===== src/rtl/fifo_pkg.sv =====
// Shared helpers for the parametrised FIFO: pointer/count widths and a
// parameter sanity check used at elaboration of sync_fifo_param.
package fifo_pkg;

  function automatic int ptr_width(input int depth);
    return (depth <= 2) ? 1 : $clog2(depth);
  endfunction

  function automatic int cnt_width(input int depth);
    return $clog2(depth) + 1;
  endfunction

  // DEPTH must be a power of two >= 2; thresholds must lie in their legal ranges.
  function automatic bit params_ok(input int depth, input int af_level, input int ae_level);
    return (depth >= 2) && ((depth & (depth - 1)) == 0) &&
           (af_level >= 1) && (af_level <= depth) &&
           (ae_level >= 0) && (ae_level <= depth - 1);
  endfunction

endpackage


===== src/rtl/fifo_mem.sv =====
// FIFO storage: DEPTH x DATA_W, one synchronous write port, one asynchronous read port.
// Contents are intentionally not reset.
module fifo_mem #(
  parameter int DATA_W = 8,
  parameter int DEPTH  = 8,
  parameter int PTR_W  = 3
) (
  input  logic              clk,
  input  logic              we,
  input  logic [PTR_W-1:0]  waddr,
  input  logic [DATA_W-1:0] wdata,
  input  logic [PTR_W-1:0]  raddr,
  output logic [DATA_W-1:0] rdata
);

  logic [DATA_W-1:0] mem_q [DEPTH];

  always_ff @(posedge clk) begin
    if (we) mem_q[waddr] <= wdata;
  end

  assign rdata = mem_q[raddr];

endmodule


===== src/rtl/sync_fifo_param.sv =====
// Parametrised single-clock FIFO with fill count, almost-full/empty thresholds and
// sticky overflow/underflow flags. Define SYNC_FIFO_FWFT_EN for first-word fall-through output.
module sync_fifo_param import fifo_pkg::*; #(
  parameter  int DATA_W   = 8,
  parameter  int DEPTH    = 8,
  parameter  int AF_LEVEL = 6,
  parameter  int AE_LEVEL = 2,
  localparam int CNT_W    = cnt_width(DEPTH)
) (
  input  logic              clk,
  input  logic              rst_n,
  input  logic              wr,
  input  logic [DATA_W-1:0] data_in,
  input  logic              rd,
  output logic [DATA_W-1:0] data_out,
  output logic              full,
  output logic              empty,
  output logic              almost_full,
  output logic              almost_empty,
  output logic [CNT_W-1:0]  count,
  output logic              overflow,
  output logic              underflow,
  input  logic              err_clr
);

  localparam int               PTR_W  = ptr_width(DEPTH);
  localparam logic [CNT_W-1:0] DEPTH_C = CNT_W'(DEPTH);
  localparam logic [CNT_W-1:0] AF_C    = CNT_W'(AF_LEVEL);
  localparam logic [CNT_W-1:0] AE_C    = CNT_W'(AE_LEVEL);

  if (!params_ok(DEPTH, AF_LEVEL, AE_LEVEL)) begin : g_bad_params
    $error("sync_fifo_param: illegal DEPTH/AF_LEVEL/AE_LEVEL");
  end

  logic [PTR_W-1:0]  wr_ptr_q, wr_ptr_d, rd_ptr_q, rd_ptr_d;
  logic [CNT_W-1:0]  count_q, count_d;
  logic              overflow_q, overflow_d, underflow_q, underflow_d;
  logic              wr_acc, rd_acc;
  logic [DATA_W-1:0] mem_rdata;

  assign full         = (count_q == DEPTH_C);
  assign empty        = (count_q == '0);
  assign almost_full  = (count_q >= AF_C);
  assign almost_empty = (count_q <= AE_C);
  assign count        = count_q;
  assign overflow     = overflow_q;
  assign underflow    = underflow_q;

  // A simultaneous read frees the slot a full FIFO would otherwise refuse.
  assign wr_acc = wr && (!full || rd);
  assign rd_acc = rd && !empty;

  always_comb begin
    wr_ptr_d    = wr_acc ? wr_ptr_q + PTR_W'(1) : wr_ptr_q;
    rd_ptr_d    = rd_acc ? rd_ptr_q + PTR_W'(1) : rd_ptr_q;
    count_d     = count_q;
    case ({wr_acc, rd_acc})
      2'b10:   count_d = count_q + CNT_W'(1);
      2'b01:   count_d = count_q - CNT_W'(1);
      default: count_d = count_q;
    endcase
    // Setting a new error takes priority over a same-cycle clear.
    overflow_d  = (wr && full && !rd) ? 1'b1 : (err_clr ? 1'b0 : overflow_q);
    underflow_d = (rd && empty)       ? 1'b1 : (err_clr ? 1'b0 : underflow_q);
  end

  always_ff @(posedge clk or negedge rst_n) begin
    if (!rst_n) begin
      wr_ptr_q    <= '0;
      rd_ptr_q    <= '0;
      count_q     <= '0;
      overflow_q  <= 1'b0;
      underflow_q <= 1'b0;
    end else begin
      wr_ptr_q    <= wr_ptr_d;
      rd_ptr_q    <= rd_ptr_d;
      count_q     <= count_d;
      overflow_q  <= overflow_d;
      underflow_q <= underflow_d;
    end
  end

  fifo_mem #(
    .DATA_W (DATA_W),
    .DEPTH  (DEPTH),
    .PTR_W  (PTR_W)
  ) u_mem (
    .clk   (clk),
    .we    (wr_acc),
    .waddr (wr_ptr_q),
    .wdata (data_in),
    .raddr (rd_ptr_q),
    .rdata (mem_rdata)
  );

`ifdef SYNC_FIFO_FWFT_EN
  assign data_out = empty ? '0 : mem_rdata;
`else
  logic [DATA_W-1:0] data_out_q;

  always_ff @(posedge clk or negedge rst_n) begin
    if (!rst_n)      data_out_q <= '0;
    else if (rd_acc) data_out_q <= mem_rdata;
  end

  assign data_out = data_out_q;
`endif

endmodule


===== config.mk =====
export PLATFORM = sky130hd
export DESIGN_NAME = sync_fifo_param
export DESIGN_NICKNAME = d
export VERILOG_FILES = /design/src/rtl/fifo_pkg.sv /design/src/rtl/fifo_mem.sv /design/src/rtl/sync_fifo_param.sv
export SDC_FILE = /design/constraint.sdc
export NUM_CORES = 1
export LEC_CHECK = 0
export CAP_MARGIN = 40
export CELL_PAD_IN_SITES_DETAIL_PLACEMENT = 0
export CELL_PAD_IN_SITES_GLOBAL_PLACEMENT = 2
export CORE_MARGIN = 2
export CORE_UTILIZATION = 41
export CTS_CLUSTER_DIAMETER = 120
export DETAILED_ROUTE_END_ITERATION = 16
export GPL_TIMING_DRIVEN = 0
export HOLD_SLACK_MARGIN = 0.15
export MAX_ROUTING_LAYER = met4
export PLACE_DENSITY_LB_ADDON = 0.1
export SETUP_SLACK_MARGIN = 0.4
export SLEW_MARGIN = 10
export SYNTH_ARGS = -nofsm -noshare
export SYNTH_HDL_FRONTEND = slang
export SYNTH_SLANG_ARGS = --single-unit

===== constraint.sdc =====
create_clock -name clk -period 3.65 [get_ports clk]
set_clock_uncertainty 0.15 [all_clocks]
set_input_delay 0.73 -clock clk [delete_from_list [all_inputs] [get_ports clk]]
set_output_delay 0.73 -clock clk [all_outputs]
set_load 0.1 [all_outputs]

==> results of run 1 <==
[final timing paths]
path                            cells past startpoint  slack, ns   startpoint           to
min in group asynchronous                           1       0.57        rst_n     overflow
max in group asynchronous                           2       2.32        rst_n  rd_ptr_q[1]
worst min-delay path                                2       0.34  data_out[4]  data_out[4]
worst max register to register                     11       0.81     count[1]     count[2]
worst min register to register                      2       0.34  data_out[4]  data_out[4]
worst max-delay path                                5       0.48     count[1]         full
[worst max-delay path: stages (launching register included)]
cell	delay, ns
dfrtp_4	0.48
buf_6	0.15
or4b_4	0.54
inv_1	0.07
clkdlybuf4s50_1	0.52
buf_12	0.18
[registers in the layout, indices dropped and copies added, names as in the netlist]
register / count
rd_ptr_q: 3
data_out: 8
underflow: 1
overflow: 1
count: 4
u_mem.mem_q: 64
wr_ptr_q: 3
[layer usage]
metal	wire, um	track usage, %	share of wire, %
met1	2943	20.82	43
met2	3542	27.80	52
met3	229	3.367	3.3
met4	131	8.571	1.9
met5	0	-	0
[logic make-up (layout without fill, tap and decap cells)]
group                    after synthesis  after routing
flip-flops                            84             84
AND/OR/NAND/NOR                       42             42
multiplexers                          33             33
AO/OA/AOI/OAI                         32             32
buffers and inverters                 13             81
XOR/XNOR                               9              9
adder cells (fa/ha/maj)                5              5
[synth_stat cells, types with 3 or more instances]
cell / n / area share (%)
ha_1: 5 / 1.8
xor2_1: 3 / 0.76
o22ai_1: 9 / 1.6
buf_4: 3 / 0.65
nor3_1: 4 / 0.58
dfrtp_1: 20 / 14
xnor2_1: 6 / 1.5
a221o_1: 8 / 2.3
nand2b_1: 6 / 1.1
nand2_1: 18 / 2.0
o21ai_1: 8 / 1.2
mux2i_1: 16 / 4.6
nor2_1: 6 / 0.65
mux2_2: 16 / 5.2
edfxtp_1: 64 / 56
buf_6: 4 / 1.3
[through the flow]
step / setup WS [ns] / instance area [sq um] / util, % / instances
floorplan: 0.1479 / 3491 / - / 218
global placement: 0.07400 / 3923 / 47.74 / 353
detailed placement: 0.6641 / 4262 / 51.87 / 375
CTS: 0.4493 / 4481 / 54.53 / 391
global route: 0.4033 / 4486 / 54.59 / 391
finish: 0.4798 / 4486 / 54.59 / 391
[cell type report]
| cell class | count | area share [%] |
|---|---|---|
| sequential | 84 | 54.28 |
| multi-input combinational | 121 | 21.81 |
| timing repair buffer | 52 | 13.89 |
| clock buffer | 12 | 3.236 |
| tap | 105 | 2.929 |
| buffer | 9 | 1.757 |
| clock inverter | 4 | 1.646 |
| inverter | 4 | 0.4463 |
[power groups by stage]
stage	sequential (W)	combinational (W)	clock (W)
after CTS	0.00142	0.00217	0.000741
after global routing	0.00144	0.00226	0.000776
after detailed placement	0.00144	0.00216	0
after global placement	0.00143	0.00182	0
after floorplan	0.00193	0.000866	0
final	0.00141	0.00213	0.000724
==> impl_metrics.csv, run 1 <==
group,metric,value,unit
synthesis,ys.flop_type,"edfxtp_1",
timing,slew_viol_final,0,
synthesis,synthAdderAreaFrac,1.809,%
clocking,clk_latency,0.35,ns
worst_setup_path,path_max_fanout,9,
synthesis,postSynth.asyncResetShare,23.81,%
worst_setup_path,critPathRequiredTime,2.77,ns
final_layout,regArea,2435,sq um
global_routing,grt-ovfl-total,0,
worst_setup_path,end_kind,"primary output",
synthesis,synth_compound_gate_area_share,6.693,%
power_and_ir_drop,clkPwrFrac,16.9,%
synthesis,syn-num-nets,236,
clocking,clock-sinks,84,
floorplan,core,8217,sq um
synthesis,synth_seq_cells,84,
timing,timing.fmax,0.3154,GHz
job,cap_violations,0,
clocking,cts_buffers,9,
global_routing,grt_pass1_wl,10.79,mm
power_and_ir_drop,powerDensity,952.1,nW/um^2
power_and_ir_drop,power_frac_seq,33.1,%
global_routing,grt_max_degree,15,
final_layout,diodes,0,
floorplan,fp.dieArea,9185,sq um
clocking,postCtsSetupRepairBufs,0,
synthesis,synth_edf_count,64,
hold_path,hold_class,"reg -> reg",
floorplan,die_y,95.84,um
floorplan,io_pins,31,
clocking,clockBufferDepth,2,
global_routing,first_global_vias,2018,
timing,period_share,86.85,%
floorplan,core.rowCount,33,
worst_setup_path,critPathKind,"reg -> out",
timing,worst_pin_slew,0.8435,ns
power_and_ir_drop,switchingPower,0.001754,W
placed_design,dp_hpwl,4.791,mm
clocking,clk_pin_slew_worst_paths,0.08,ns
power_and_ir_drop,sw_frac_of_total,41.07,%
detailed_routing,wire_per_inst,17.51,um
worst_setup_path,setup.worst_path.start_class,"flip-flop",
clocking,cts-hold-fix-buffers,0,
timing,setup_viol,0,
synthesis,yosys_warnings,0,
synthesis,yosysSeqAreaShare,70.04,%
detailed_routing,vias_per_cell,5.095,
global_routing,grtUsageTotal,17.25,%
final_layout,multiInputGateArea,978.4,sq um
power_and_ir_drop,power,0.004271,W
final_layout,final_cell_mix,"64 x edfxtp_1, 30 x clkdlybuf4s50_1, 18 x nand2_1",
synthesis,synth_area_per_cell,15.86,sq um
run_status,status,"finished clean",
clocking,h-tree-depth,3,
placed_design,gp_congestion,0.7131,
floorplan,fp.dieW,95.84,um
placed_design,port_buffers,30,
worst_setup_path,arrival,2.29,ns
synthesis,muxShareOfSynthArea,10.17,%
detailed_routing,wl,6.847,mm
timing,slew_headroom,43.56,%
power_and_ir_drop,p_int,0.002517,W
clocking,cts_resized,0,
synthesis,syn-cell-area,3458,sq um
detailed_routing,drt_iter0_drc,68,
timing,min_period,3.170,ns
detailed_routing,dr.pass1.iters,4,
timing,hold_ws,0.3404,ns
power_and_ir_drop,p_leak,1.656,nW
clocking,cts-root-buf,"clkbuf_8",
power_and_ir_drop,p_comb_share,50.0,%
final_layout,layout_commonest_cell,"edfxtp_1",
final_layout,drive_gt1_share,26.57,%
synthesis,synth_xor_area_share,2.279,%
floorplan,start_util,42.09,%
timing,finalHoldViolCount,0,
detailed_routing,drc,0,
synthesis,synthSimpleGateAreaFrac,6.259,%
timing,tns,0,ns
final_layout,syn2layout_area_growth,29.70,%
detailed_routing,num_vias,1992,
global_routing,antenna_found_initial,0,
final_layout,num-nets-final,299,
detailed_routing,antenna_left,0,
timing,rsz0062_at_grt,"no",
synthesis,synth_top_family_by_area,"multiplexers",
synthesis,ys_types,33,
final_layout,final.fill_count,687,
power_and_ir_drop,peakVddDrop,0.0006986,V
synthesis,syn_inst,218,
clocking,cts_tree,"done",
(Power assumes the default switching activity.)
==> run 2: changes to the inputs <==
--- a/config.mk
+++ b/config.mk
@@ -8,10 +8,11 @@
 export CAP_MARGIN = 40
 export CELL_PAD_IN_SITES_DETAIL_PLACEMENT = 0
 export CELL_PAD_IN_SITES_GLOBAL_PLACEMENT = 2
-export CORE_MARGIN = 2
+export CORE_MARGIN = 8
 export CORE_UTILIZATION = 41
 export CTS_CLUSTER_DIAMETER = 120
 export DETAILED_ROUTE_END_ITERATION = 16
+export GPL_ROUTABILITY_DRIVEN = 1
 export GPL_TIMING_DRIVEN = 0
 export HOLD_SLACK_MARGIN = 0.15
 export MAX_ROUTING_LAYER = met4
==> run 2 against run 1 <==
  * Clock-buffer cell count unchanged
  * First-iteration DRC count up 65%
  * Flip-flop and latch count did not move
  * Maximum frequency shrank 0.51%
  * Clock power down 1%
==> impl_metrics.csv, run 2 (synthesis gave the netlist of run 1 again) <==
group,metric,value,unit
worst_setup_path,r2r_start,"count[1]",
floorplan,io_pins,31,
final_layout,final_cell_mix,"64 x edfxtp_1, 30 x clkdlybuf4s50_1, 18 x nand2_1",
final_layout,largest_register_ffs,64,
timing,setup_viol,0,
detailed_routing,antenna_left,0,
timing,finalHoldViolCount,0,
power_and_ir_drop,powerDensity,954.6,nW/um^2
clocking,h-tree-depth,3,
clocking,cts_buffers,9,
worst_setup_path,critPathTopFamily,"buffers and inverters",
worst_setup_path,critPathRequiredTime,2.77,ns
detailed_routing,drc,0,
clocking,cts_resized,0,
global_routing,grtUsageTotal,14.06,%
global_routing,grt_max_degree,15,
worst_setup_path,path_max_fanout,9,
detailed_routing,wire_per_inst,18.57,um
timing,worst_pin_slew,0.8692,ns
clocking,clock-sinks,84,
detailed_routing,num_vias,1980,
timing,rsz0062_at_grt,"no",
worst_setup_path,crit_buf_inv,4,
worst_setup_path,critPathKind,"reg -> out",
final_layout,layout_commonest_cell,"edfxtp_1",
worst_setup_path,crit_path_start,"count[1]",
floorplan,start_util,42.09,%
worst_setup_path,path_cells,"buf_6 > or4b_4 > inv_1 > clkdlybuf4s50_1 > buf_12",
final_layout,final.fill_count,696,
worst_setup_path,r2r_end,"count[2]",
final_layout,finish.utilization,54.80,%
final_layout,syn2layout_area_growth,30.21,%
final_layout,num-nets-final,299,
floorplan,fp.dieArea,11630,sq um
final_layout,fin_cells,391,
global_routing,antenna_found_initial,0,
floorplan,core.rowCount,33,
placed_design,dpl_worst_slack,0.7068,ns
detailed_routing,dr.pass1.iters,4,
timing,slew_viol_final,0,
worst_setup_path,slowest_delay,0.54,ns
clocking,cts_tree,"done",
worst_setup_path,setup.worst_path.start_class,"flip-flop",
worst_setup_path,r2r_slack,0.86,ns
worst_setup_path,endpoint,"full",
power_and_ir_drop,p_leak,1.662,nW
clocking,postCtsSetupRepairBufs,0,
job,cap_violations,0,
placed_design,port_buffers,30,
hold_path,hold_class,"reg -> reg",
clocking,cts-hold-fix-buffers,0,
global_routing,grt_pass1_wl,11.83,mm
final_layout,diodes,0,
run_status,status,"finished clean",
timing,hold_ws,0.3409,ns
worst_setup_path,reg2reg_depth,11,
power_and_ir_drop,peakVddDrop,0.0008205,V
detailed_routing,drt_iter0_drc,112,
final_layout,regMostFlops,"u_mem.mem_q",
clocking,clk_latency,0.35,ns
timing,timing.fmax,0.3138,GHz
worst_setup_path,end_kind,"primary output",
timing,fin_ws,0.4636,ns
floorplan,fp.dieW,107.8,um
timing,min_period,3.186,ns
global_routing,first_global_vias,2161,
placed_design,dp_hpwl,5.135,mm
placed_design,dp_cells,375,
worst_setup_path,arrival,2.31,ns
worst_setup_path,crit_slowest_cell,"or4b_4",
clocking,clockBufferDepth,2,
placed_design,gp_congestion,0.7137,
floorplan,die_y,107.8,um
power_and_ir_drop,power,0.004299,W
detailed_routing,vias_per_cell,5.064,
detailed_routing,wl,7.260,mm
final_layout,drive_gt1_share,26.57,%
floorplan,core,8217,sq um
global_routing,grt-ovfl-total,0,
timing,period_share,87.30,%
worst_setup_path,cp.depth,5,
clocking,clk_pin_slew_worst_paths,0.08,ns
clocking,cts-root-buf,"clkbuf_8",
timing,slew_headroom,41.84,%
-- run 2: changes by cell type in the layout (fill, tap and decap cells not counted) --
cell        before  now
buf_2            1    2
nor3_2           3    2
buf_8           17   15
buf_4            4    3
clkinv_2         1    0
clkbuf_16        0    1
nor3_1           1    2
clkbuf_1         2    1
clkinv_4         1    0
bufinv_16        2    1
clkinvlp_4       0    1
inv_6            1    2
inv_4            0    1
buf_16           1    3
-- run 2: worst min-delay path by stage --
stage | startpoint | to | slack (ns) | cells after the start
after CTS | data_out[2] | data_out[2] | 0.34 | 2
after global placement | data_out[6] | data_out[6] | 0.32 | 2
after detailed placement | data_out[2] | data_out[2] | 0.32 | 2
final | data_out[2] | data_out[2] | 0.34 | 2
after global routing | data_out[3] | data_out[3] | 0.37 | 2
after floorplan | rst_n | count[3] | 0.28 | 0
-- run 2: routing by layer --
metal	GRT usage, %	share of wire, %	vias up
met1	16.79	44	984
met2	21.97	51	29
met5	-	0	-
met4	5.550	2.2	0
li1	-	-	955
met3	4.012	2.9	12
-- run 2: final cells by class --
type / instances / area [sq um] / share of cell area [%]
Multi-Input combinational cell: 121 / 973.4 / 21.62
Sequential cell: 84 / 2435 / 54.07
Tap cell: 105 / 131.4 / 2.917
Clock inverter: 4 / 52.55 / 1.167
Inverter: 4 / 20.02 / 0.4446
Clock buffer: 12 / 166.4 / 3.695
Buffer: 9 / 78.83 / 1.750
Timing Repair Buffer: 52 / 645.6 / 14.34
-- run 2: worst reg2reg max path, stage by stage (launching register included) --
cell,delay (ns)
dfrtp_4,0.48
buf_6,0.15
or4b_4,0.54
o21a_4,0.25
inv_6,0.10
ha_2,0.24
xor2_1,0.08
ha_1,0.18
a21oi_1,0.14
xor2_1,0.18
nor2_1,0.07
xor2_1,0.14
-- run 2: power by group --
group	internal, W	leakage, nW	total, W	switching [W]
clock	0.000380	0.109	0.000716	0.000336
sequential	0.00126	0.819	0.00141	0.000153
combinational	0.000871	0.735	0.00217	0.00130
-- run 2: metrics by stage --
stage,area [sq um],TNS [ns]
6_report,4503,0
3_5_place_dp,4279,0
5_1_grt,4503,0
4_1_cts,4498,0
2_1_floorplan,3491,0
3_3_place_gp,3923,-0.4496
==> patch (settings of run 2) <==
Build with the macro `SYNC_FIFO_FWFT_EN` defined.
--- a/src/rtl/sync_fifo_param.sv
+++ b/src/rtl/sync_fifo_param.sv
@@ -2,2 +2,4 @@
 // sticky overflow/underflow flags. Define SYNC_FIFO_FWFT_EN for first-word fall-through output.
+`define SYNC_FIFO_FWFT_EN
+
 module sync_fifo_param import fifo_pkg::*; #(
Behaviour: not the same (Yosys sat finds a counterexample within 4 cycles, from zero or initial values and one cycle with rst_n low).
==> patch against run 2 <==
- hold slack better by 0.050 ns
- global-route usage down 1.0 points
- die area down 8.0%
- cell area down 6.9%
- setup slack better by 0.076 ns
- non-clock buffer count up 4
- sequential cell count down 8
- synthesized area down 9.4%
- first-iteration DRC count down 31%
- cell count down 12%
- wire length down 12%
Power is left out: the tool's default activity adds up to more than one toggle a clock period on the data nets, which glitch-free logic cannot reach.
==> patch: results (changes against run 2) <==
* Synth Instances at 170 (was 218)
* First-pass GRT wire length at 9.59 mm (was 11.8 mm)
* FILL cells at 591 (was 696)
* Flop2flop setup slack at 0.88 ns (was 0.86 ns)
* Drt first pass iters at 4 (unchanged)
* Area share of fa/ha/maj cells after synthesis at 0.0200 (was 0.0181)
* Clock-pin slew on the worst setup and hold paths at 0.08 ns (about the same)
* Root buf cell: clkbuf_8 (unchanged)
* Number of synthesized flops with an enable pin at 64 (unchanged)
* Family with the most delay on the worst path: buffers and inverters (unchanged)
* Mux cell area share after synthesis at 0.148 (was 0.102)
* Slew margin rel. at 0.483 (was 0.418)
* Layout cells sized above 1 at 0.379 (was 0.266)
* TritonCTS buffer count at 9 (unchanged)
* Total GRT Usage at 0.131 (was 0.141)
* Top-area cell type share of the netlist area at 0.613 (was 0.556)
* Max incr delay on CP at 0.53 ns
* Iter 0 DRT Violations at 77 (was 112)
* CP endpoint: full (unchanged)
* Port bufs at 30 (unchanged)
* Sequential fraction of the synthesis area at 0.709 (was 0.700)
* Outcome: finished clean (unchanged)
* Synth Area in XOR/XNOR at 0.0251 (was 0.0228)
* Pin count of the biggest net entering global routing at 14 (was 15)
* Worst setup path start: count[1] (unchanged)
* Initial antenna violation count at 0 (unchanged)
* Post-synth top cells: edfxtp_1 (64), mux4_2 (16), nor2_1 (13), dfrtp_1 (12), mux2i_1 (8) (was edfxtp_1 (64), dfrtp_1 (20), nand2_1 (18), mux2_2 (16), mux2i_1 (16))
* Vias in the first global route at 1769 (was 2161)
* Async set-or-reset flop fraction in the synthesized netlist at 0.158 (was 0.238)
* Largest cells by area after synthesis: edfxtp_1 (61%), mux4_2 (11%), dfrtp_1 (9.6%) (was edfxtp_1 (56%), dfrtp_1 (14%), mux2_2 (5.2%))
* Slowest CP cell: or4b_4 (unchanged)
* Ys flop type: edfxtp_1 (unchanged)
* Max reg flops at 64 (unchanged)
* Synth Net Count at 188 (was 236)
* H-tree levels at 3 (unchanged)
* Dpl cell area at 3940 sq um (was 4280 sq um)
* Placed Cells at 328 (was 375)
* Final WL at 6.40 mm (was 7.26 mm)
* Fin nets at 256 (was 299)
* Hpwl dp at 4.40 mm (was 5.14 mm)
* DR vias at 1724 (was 1980)
* Cell variety after synth at 33 (unchanged)
* WP data arrival at 2.23 ns (was 2.31 ns)
* Synth Area in Compound Gates at 0.0232 (was 0.0669)
* GP Congestion at 0.745 (was 0.714)
* Largest register by flop count: u_mem.mem_q (unchanged)
* Per-cell routed wire length at 18.6 um (about the same)
## patch: cell count changes after synthesis, sizes merged, moves of 3 or more
cell,delta
mux4,+16
nand2b,-3
mux2i,-8
dfrtp,-8
o21ai,-9
buf,-3
mux2,-15
nor2,+7
nand2,-13
a221o,-8
o22ai,-9
## patch: how the worst min path moves through the flow
stage | end | slack [ns] | from | depth (start not counted)
2_1_floorplan | count[0] | 0.28 | rst_n | 0
3_3_place_gp | overflow | 0.34 | overflow | 1
3_5_place_dp | count[3] | 0.37 | count[3] | 1
4_1_cts | count[3] | 0.38 | count[3] | 1
5_1_grt | count[3] | 0.40 | count[3] | 1
6_report | underflow | 0.39 | underflow | 1
## patch: cells by family after synthesis
| kind of cell | Yosys count |
|---|---|
| muxes | 26 |
| buffers and inverters | 11 |
| xor gates and xnor gates | 9 |
| adders and majority gates | 5 |
| DFF | 76 |
| AOI/OAI and AO/OA | 9 |
| and+or+nand+nor | 34 |
## patch: cell type report
cell class | instances | area [sq um] | share of cell area
clock inverters | 5 | 53.8 | 0.0128
plain buffers | 8 | 83.8 | 0.0200
clock buffers | 11 | 131 | 0.0313
flip-flops and latches | 76 | 2230 | 0.531
well taps | 102 | 128 | 0.0304
repair buffers | 57 | 658 | 0.157
inverters | 3 | 16.3 | 0.00388
multi-input cells | 83 | 893 | 0.213
## patch: per-stage QoR
stage	utilization	worst slack (ns)	TNS, ns
6_report	0.554	0.540	0
3_3_place_gp	0.473	-0.189	-2.31
2_1_floorplan	-	-0.0875	-0.437
5_1_grt	0.554	0.449	0
4_1_cts	0.549	0.364	0
3_5_place_dp	0.520	0.220	0
## patch: worst reg2reg max path: cells and delay by family (launching register included)
kind / cells / cell delay [ns]
buffers and inverters: 2 / 0.27
adder cells (fa/ha/maj): 2 / 0.45
flip-flops: 1 / 0.41
XOR/XNOR: 3 / 0.39
AO/OA/AOI/OAI: 2 / 0.39
AND/OR/NAND/NOR: 2 / 0.59
## patch: what timing repair did
item	in CTS	in global routing
endpoints found under the hold margin	0	0
resized for setup	14	7
setup endpoints to repair	9	6
setup buffers	2	7
## patch: per-layer routing
layer | track usage | vias to the layer above | wire length [um]
li1 | - | 798 | -
met1 | 0.152 | 885 | 2720
met2 | 0.215 | 29 | 3340
met3 | 0.0241 | 12 | 228
met4 | 0.0601 | 0 | 112
met5 | - | - | 0
